$ cat config.mk
export PLATFORM = sky130hd
export DESIGN_NAME = rvv_backend_alu_rs_flat
export DESIGN_NICKNAME = d
export VERILOG_FILES = /design/src/rtl/rvv_backend_pkg.sv /design/src/rtl/rvv_backend_alu_rs_if.sv /design/src/rtl/rvv_backend_fifo_2w1r.sv /design/src/rtl/rvv_backend_alu_rs.sv /design/src/flat_wrapper.sv
export SDC_FILE = /design/constraint.sdc
export NUM_CORES = 1
export LEC_CHECK = 0
export BUFFER_PORTS_ARGS = -buffer_cell sky130_fd_sc_hd__buf_2
export CORE_AREA = 2 2 291 293
export DETAILED_ROUTE_END_ITERATION = 7
export DIE_AREA = 0 0 293 295
export PLACE_DENSITY = 0.61
export SKIP_LAST_GASP = 1
export SYNTH_ARGS = -nofsm -noshare
export SYNTH_HDL_FRONTEND = slang
export SYNTH_HIERARCHICAL = 1
export SYNTH_SLANG_ARGS = --single-unit
$ cat constraint.sdc
create_clock -name clk -period 3.4 [get_ports clk]
set_clock_uncertainty 0.05 [all_clocks]
set_input_delay 0.17 -clock clk [delete_from_list [all_inputs] [get_ports clk]]
set_output_delay 0.17 -clock clk [all_outputs]
set_load 0.005 [all_outputs]
$ cat src/rtl/rvv_backend_pkg.sv
// rvv_backend_pkg: shared uop payload type and ALU reservation-station depth
package rvv_backend_pkg;
  localparam int ALU_RS_DEPTH = 8;
  typedef struct packed {
    logic [7:0]  uop_id;
    logic [5:0]  funct6;
    logic [4:0]  vs1;
    logic [4:0]  vs2;
    logic [4:0]  vd;
    logic        vm;
    logic [1:0]  vxrm;
    logic [31:0] rs1_data;
  } ALU_RS_t;
endpackage

$ cat src/rtl/rvv_backend_alu_rs_if.sv
// rvv_backend_alu_rs_if: dispatch/issue handshake bundle of the ALU reservation station
interface rvv_backend_alu_rs_if;
  import rvv_backend_pkg::*;
  logic       push0_valid;
  ALU_RS_t    push0_uop;
  logic       push1_valid;
  ALU_RS_t    push1_uop;
  logic [1:0] push_ready;
  logic       flush;
  logic       alu_uop_valid;
  ALU_RS_t    alu_uop;
  logic       pop_rs;
  logic       rs_empty;
  logic       rs_full;
  modport master (
    output push0_valid, push0_uop, push1_valid, push1_uop, flush, pop_rs,
    input  push_ready, alu_uop_valid, alu_uop, rs_empty, rs_full
  );
  modport slave (
    input  push0_valid, push0_uop, push1_valid, push1_uop, flush, pop_rs,
    output push_ready, alu_uop_valid, alu_uop, rs_empty, rs_full
  );
endinterface

$ cat src/rtl/rvv_backend_fifo_2w1r.sv
// rvv_backend_fifo_2w1r: generic in-order FIFO, two writes and one read per cycle, flushable
module rvv_backend_fifo_2w1r #(
  parameter type T = logic,
  parameter int DEPTH = 8
) (
  input  logic                   clk,
  input  logic                   rst,
  input  logic                   flush,
  input  logic                   wr0_en,
  input  T                       wr0_data,
  input  logic                   wr1_en,
  input  T                       wr1_data,
  input  logic                   rd_en,
  output T                       rd_data,
  output logic [$clog2(DEPTH):0] count
);
  localparam int AW = $clog2(DEPTH);
  localparam int CW = AW + 1;
  logic [AW-1:0] wr_ptr_q, wr_ptr_d, rd_ptr_q, rd_ptr_d, wr1_ptr;
  logic [CW-1:0] count_q, count_d;
  T mem_q [DEPTH];
  T mem_d [DEPTH];
  // wr1 lands right after wr0, or at wr_ptr itself when wr0 is suppressed
  always_comb begin
    wr1_ptr = wr_ptr_q + AW'(wr0_en);
    wr_ptr_d = flush ? '0 : wr_ptr_q + AW'(wr0_en) + AW'(wr1_en);
    rd_ptr_d = flush ? '0 : rd_ptr_q + AW'(rd_en);
    count_d = flush ? '0 : count_q + CW'(wr0_en) + CW'(wr1_en) - CW'(rd_en);
    mem_d = mem_q;
    if (!flush && wr0_en) mem_d[wr_ptr_q] = wr0_data;
    if (!flush && wr1_en) mem_d[wr1_ptr] = wr1_data;
  end
  always_ff @(posedge clk) begin
    if (rst) begin
      wr_ptr_q <= '0;
      rd_ptr_q <= '0;
      count_q <= '0;
    end else begin
      wr_ptr_q <= wr_ptr_d;
      rd_ptr_q <= rd_ptr_d;
      count_q <= count_d;
    end
  end
  always_ff @(posedge clk) mem_q <= mem_d;
  assign rd_data = mem_q[rd_ptr_q];
  assign count = count_q;
endmodule

$ cat src/rtl/rvv_backend_alu_rs.sv
// rvv_backend_alu_rs: ALU reservation station, 2-wide dispatch, 1-wide issue; ALU_RS_BYPASS_EN adds empty-queue bypass
module rvv_backend_alu_rs
  import rvv_backend_pkg::*;
#(
  parameter int DEPTH = ALU_RS_DEPTH
) (
  input logic clk,
  input logic rst,
  rvv_backend_alu_rs_if.slave io
);
  localparam int CW = $clog2(DEPTH) + 1;
  logic [CW-1:0] occ;
  logic acc0, acc1, pop, wr0, wr1, rd, byp;
  ALU_RS_t head;
  // credits come from registered occupancy only, so a same-cycle pop frees nothing
  always_comb begin
    io.push_ready = {occ <= CW'(DEPTH - 2), occ <= CW'(DEPTH - 1)};
    acc0 = io.push0_valid & io.push_ready[0];
    acc1 = io.push1_valid & acc0 & io.push_ready[1];
`ifdef ALU_RS_BYPASS_EN
    byp = io.rs_empty & !io.flush & io.push0_valid;
`else
    byp = 1'b0;
`endif
    io.alu_uop_valid = !io.rs_empty | byp;
    io.alu_uop = byp ? io.push0_uop : head;
    pop = io.pop_rs & io.alu_uop_valid;
    wr0 = acc0 & !(byp & pop);
    wr1 = acc1;
    rd = pop & !byp;
  end
  assign io.rs_empty = occ == '0;
  assign io.rs_full = occ == CW'(DEPTH);
  rvv_backend_fifo_2w1r #(.T(ALU_RS_t), .DEPTH(DEPTH)) u_fifo (
    .clk(clk),
    .rst(rst),
    .flush(io.flush),
    .wr0_en(wr0),
    .wr0_data(io.push0_uop),
    .wr1_en(wr1),
    .wr1_data(io.push1_uop),
    .rd_en(rd),
    .rd_data(head),
    .count(occ)
  );
  a_push1_needs_push0: assert property (@(posedge clk) disable iff (rst) !(io.push1_valid && !io.push0_valid));
endmodule

$ cat src/flat_wrapper.sv
// flat-port wrapper written by rule: the top's interface ports become plain ports
module rvv_backend_alu_rs_flat import rvv_backend_pkg::*;
#(
  parameter int DEPTH = ALU_RS_DEPTH
)
  (clk, rst, io_push0_valid, io_push0_uop, io_push1_valid, io_push1_uop, io_flush, io_pop_rs, io_push_ready, io_alu_uop_valid, io_alu_uop, io_rs_empty, io_rs_full);
  rvv_backend_alu_rs_if io_i ();
  input logic clk;
  input logic rst;
  input wire logic [$bits(io_i.push0_valid)-1:0] io_push0_valid;
  input wire logic [$bits(io_i.push0_uop)-1:0] io_push0_uop;
  input wire logic [$bits(io_i.push1_valid)-1:0] io_push1_valid;
  input wire logic [$bits(io_i.push1_uop)-1:0] io_push1_uop;
  input wire logic [$bits(io_i.flush)-1:0] io_flush;
  input wire logic [$bits(io_i.pop_rs)-1:0] io_pop_rs;
  output wire logic [$bits(io_i.push_ready)-1:0] io_push_ready;
  output wire logic [$bits(io_i.alu_uop_valid)-1:0] io_alu_uop_valid;
  output wire logic [$bits(io_i.alu_uop)-1:0] io_alu_uop;
  output wire logic [$bits(io_i.rs_empty)-1:0] io_rs_empty;
  output wire logic [$bits(io_i.rs_full)-1:0] io_rs_full;
  assign io_i.push0_valid = io_push0_valid;
  assign io_i.push0_uop = io_push0_uop;
  assign io_i.push1_valid = io_push1_valid;
  assign io_i.push1_uop = io_push1_uop;
  assign io_i.flush = io_flush;
  assign io_i.pop_rs = io_pop_rs;
  assign io_push_ready = io_i.push_ready;
  assign io_alu_uop_valid = io_i.alu_uop_valid;
  assign io_alu_uop = io_i.alu_uop;
  assign io_rs_empty = io_i.rs_empty;
  assign io_rs_full = io_i.rs_full;
  rvv_backend_alu_rs #(.DEPTH(DEPTH)) u_core (.clk(clk), .rst(rst), .io(io_i));
endmodule
==> results.yml <==
synth:
  yosys.area_share.simple_pct: 23.40
  ys_seq_area_share_pct: 36.23
  synth_warnings: 6
  synth_top_family_by_area: "simple AND/OR/NAND/NOR gates"
  async_flop_share_pct: 0
  synthMuxAreaShare_pct: 12.49
  yosysUniqueCellTypes: 45
  synth_area_leaders: "dfxtp_1 (36%), a31oi_1 (11%), mux4_2 (10%)"
  synth_ff_type: "dfxtp_1"
  synth_compound_area_share_pct: 20.19
  synth-xor-area-share_pct: 0.2646
  synth_top_area_cell: "dfxtp_1"
  ys_ff_latch: 522
  synth-adder-area-share_pct: 0.4859
  syn_area_mm2: 0.02884
  synthesis.nets: 3723
  syn_avg_cell_area_um2: 8.059
  synth_top_cell_area_share_pct: 36.23
  synth-edff-count: 0
  syn_inst: 3579
setup_path:
  cp-end-kind: "flip-flop"
  regToRegSetupSlack_ns: 0.04
  r2r-start: "u_core/u_fifo/count[3]"
  cp_max_fo: 28
  arrival_ns: 3.86
  worstSetupStartpoint: "u_core/u_fifo/count[3]"
  cp.required_ns: 3.90
  path_class: "reg2reg"
  cp-start-kind: "flip-flop"
placed_design:
  portBuffers: 202
  place.gp.congestion: 0.8148
  dpl.hpwl_um: 59880
status:
  status: "complete, no violations"
global_routing:
  grt_pass1_wl_um: 176800
  grt_util_all_layers_pct: 25.67
  overflow: 0
  grt_pass1_vias: 29292
  grt_start_max_net_pins: 188
  antenna_found_initial: 13
sta:
  final_max_slew_viol_count: 0
  tightestPinTransition_ns: 0.9663
  rsz0062_at_grt: "yes"
  setup_viol: 0
  max_freq_mhz: 297.4
  finalCriticalPeriod_ns: 3.362
  timing.final.crit_share_pct: 98.89
  fin_hold_ws_ns: 0.07798
  hold_violations: 0
  relSlewSlack_pct: 35.58
floorplan:
  ios: 203
  die_w_um: 293
  rows: 106
  die_h_um: 295
  core_area_mm2: 0.08316
  start_util_pct: 34.68
  die_area_mm2: 0.08644
routing:
  wl_per_cell_um: 24.34
  first_pass_iters: 5
  drt_iter0_drc: 3587
  drt-vias-per-instance: 6.273
  via_count: 29829
  drc: 0
  ant_nets: 0
  routed_wl_um: 115700
clock_tree:
  clkTransAtPathRegs_ns: 0.06
  cts_buffer_depth: 3
  cts_tree: "yes"
  cts_made_buffers: 56
  root_buffer: "clkbuf_16"
  h-tree-depth: 2
  clock_sinks: 522
  clk_latency_ns: 0.61
pwr:
  switchingPower_mw: 6.651
  seqPwrFrac_pct: 40.8
  swShare_pct: 31.21
  p_int_mw: 14.66
  clockPowerShare_pct: 29.5
  vdd_ir_drop_max_v: 0.0004227
  p_comb_share_pct: 29.7
  leakage_nw: 12.26
  power_mw: 21.31
  power_density_mw_per_mm2: 620.1
final_layout:
  register_area_mm2: 0.01047
  post-route-util_pct: 41.33
  drive_gt1_share_pct: 16.38
  nFillCells: 8228
  nNetsFinal: 3772
  multi_input_area_mm2: 0.01654
  area_growth_syn_to_layout_pct: 19.18
run:
  maxCapViolations: 0
worst_hold_path:
  hp-start: "io_flush"
  hold_path.class: "in2reg"
-- logic make-up after synthesis --
| group | after synthesis |
|---|---|
| AO/OA/AOI/OAI | 1031 |
| XOR/XNOR | 7 |
| adder cells (fa/ha/maj) | 10 |
| buffers and inverters | 500 |
| flip-flops | 522 |
| AND/OR/NAND/NOR | 1317 |
| multiplexers | 192 |
-- area by class of cell --
class | instances | area share, %
tap | 1080 | 3.931
multi-input combinational | 2558 | 48.12
clock buffer | 82 | 4.834
sequential | 522 | 30.46
inverter | 8 | 0.08736
clock inverter | 16 | 0.5023
timing repair buffer | 482 | 12.02
antenna | 7 | 0.05096
-- Yosys cell counts (all sizes together), types with 3 or more instances --
library cell,number
inv,8
mux2,64
xnor2,4
nand2,515
nor3b,64
ha,8
and2,4
nor3,510
o21ai,513
nand3,3
clkbuf,375
or2,4
nand2b,4
and3,65
and3b,128
nor2b,3
nor2,7
mux4,128
a31oi,511
dfxtp,522
xor2,3
buf,117
-- through the flow --
stage,TNS [ns],setup WS [ns],cell area (um2),instances
6_report,0,0.03780,34370,4755
5_1_grt,-0.4105,-0.07931,34360,4751
4_1_cts,0,0.04027,34220,4737
3_5_place_dp,0,0.5507,30490,4450
3_3_place_gp,0,0.6094,30490,4450
2_1_floorplan,0,0.9341,28840,3579
-- worst max-delay path, cell delays in order, from the launching register on --
cell and delay [ns]:
dfxtp_1 0.37, nor2b_1 0.25, ha_1 0.20, ha_1 0.36, xor2_4 0.25, buf_4 0.39
nand2b_4 0.36, buf_12 0.33, a31oi_1 0.18, dlygate4sd3_1 0.59
-- layout by cell type (no fill, tap or decap), types with 5 or more instances in the layout --
| cell | n |
|---|---|
| buf_4 | 47 |
| clkinv_2 | 11 |
| inv_1 | 8 |
| nor2_1 | 7 |
| clkbuf_8 | 12 |
| nand2_4 | 5 |
| and3_1 | 65 |
| clkbuf_16 | 59 |
| ha_1 | 8 |
| mux4_2 | 128 |
| dfxtp_4 | 5 |
| o21ai_0 | 508 |
| buf_12 | 40 |
| nor3_1 | 510 |
| dlygate4sd3_1 | 189 |
| dfxtp_1 | 517 |
| nand2_1 | 510 |
| clkbuf_1 | 12 |
| and3b_1 | 127 |
| nor3b_1 | 63 |
| o21ai_1 | 5 |
| buf_2 | 202 |
| a31oi_1 | 511 |
| diode_2 | 7 |
| mux2_2 | 64 |
-- power by group through the flow --
stage / sequential (mW) / combinational [mW] / clock [mW]
floorplan: 8.45 / 4.05 / 0
global route: 8.88 / 6.90 / 6.59
finish: 8.70 / 6.33 / 6.28
CTS: 8.67 / 6.28 / 6.35
global placement: 8.76 / 5.75 / 0
detailed placement: 8.77 / 5.86 / 0
-- state kept, by name (all words and copies together) (netlist names) --
register	cells
u_core/u_fifo/wr_ptr_q	3
u_core/u_fifo/rd_ptr_q	3
u_core/u_fifo/count	4
u_core/u_fifo/mem_q	512
-- worst paths after layout --
path | to | depth (start not counted)
worst max register to register | u_core/u_fifo/mem_q[61] | 9
worst max-delay path | u_core/u_fifo/mem_q[61] | 9
worst min-delay path | u_core/u_fifo/count[1] | 3
worst min register to register | u_core/u_fifo/mem_q[376] | 2
-- routing by layer --
metal | track usage (%) | share of wire (%) | vias to the layer above
met3 | 4.458 | 9.8 | 259
met2 | 42.12 | 47 | 1780
met1 | 33.66 | 40 | 14467
met5 | 0 | 0.079 | -
li1 | - | - | 13309
met4 | 9.981 | 3.1 | 14
-- repair_timing --
action                     4_1_cts  5_1_grt
setup endpoints to repair        0       30
hold buffers                   189        0
resized for setup                0        3
hold endpoints to repair       522        0
buffers inserted                 0        9
No activity file was read; power rests on OpenSTA's default activity.
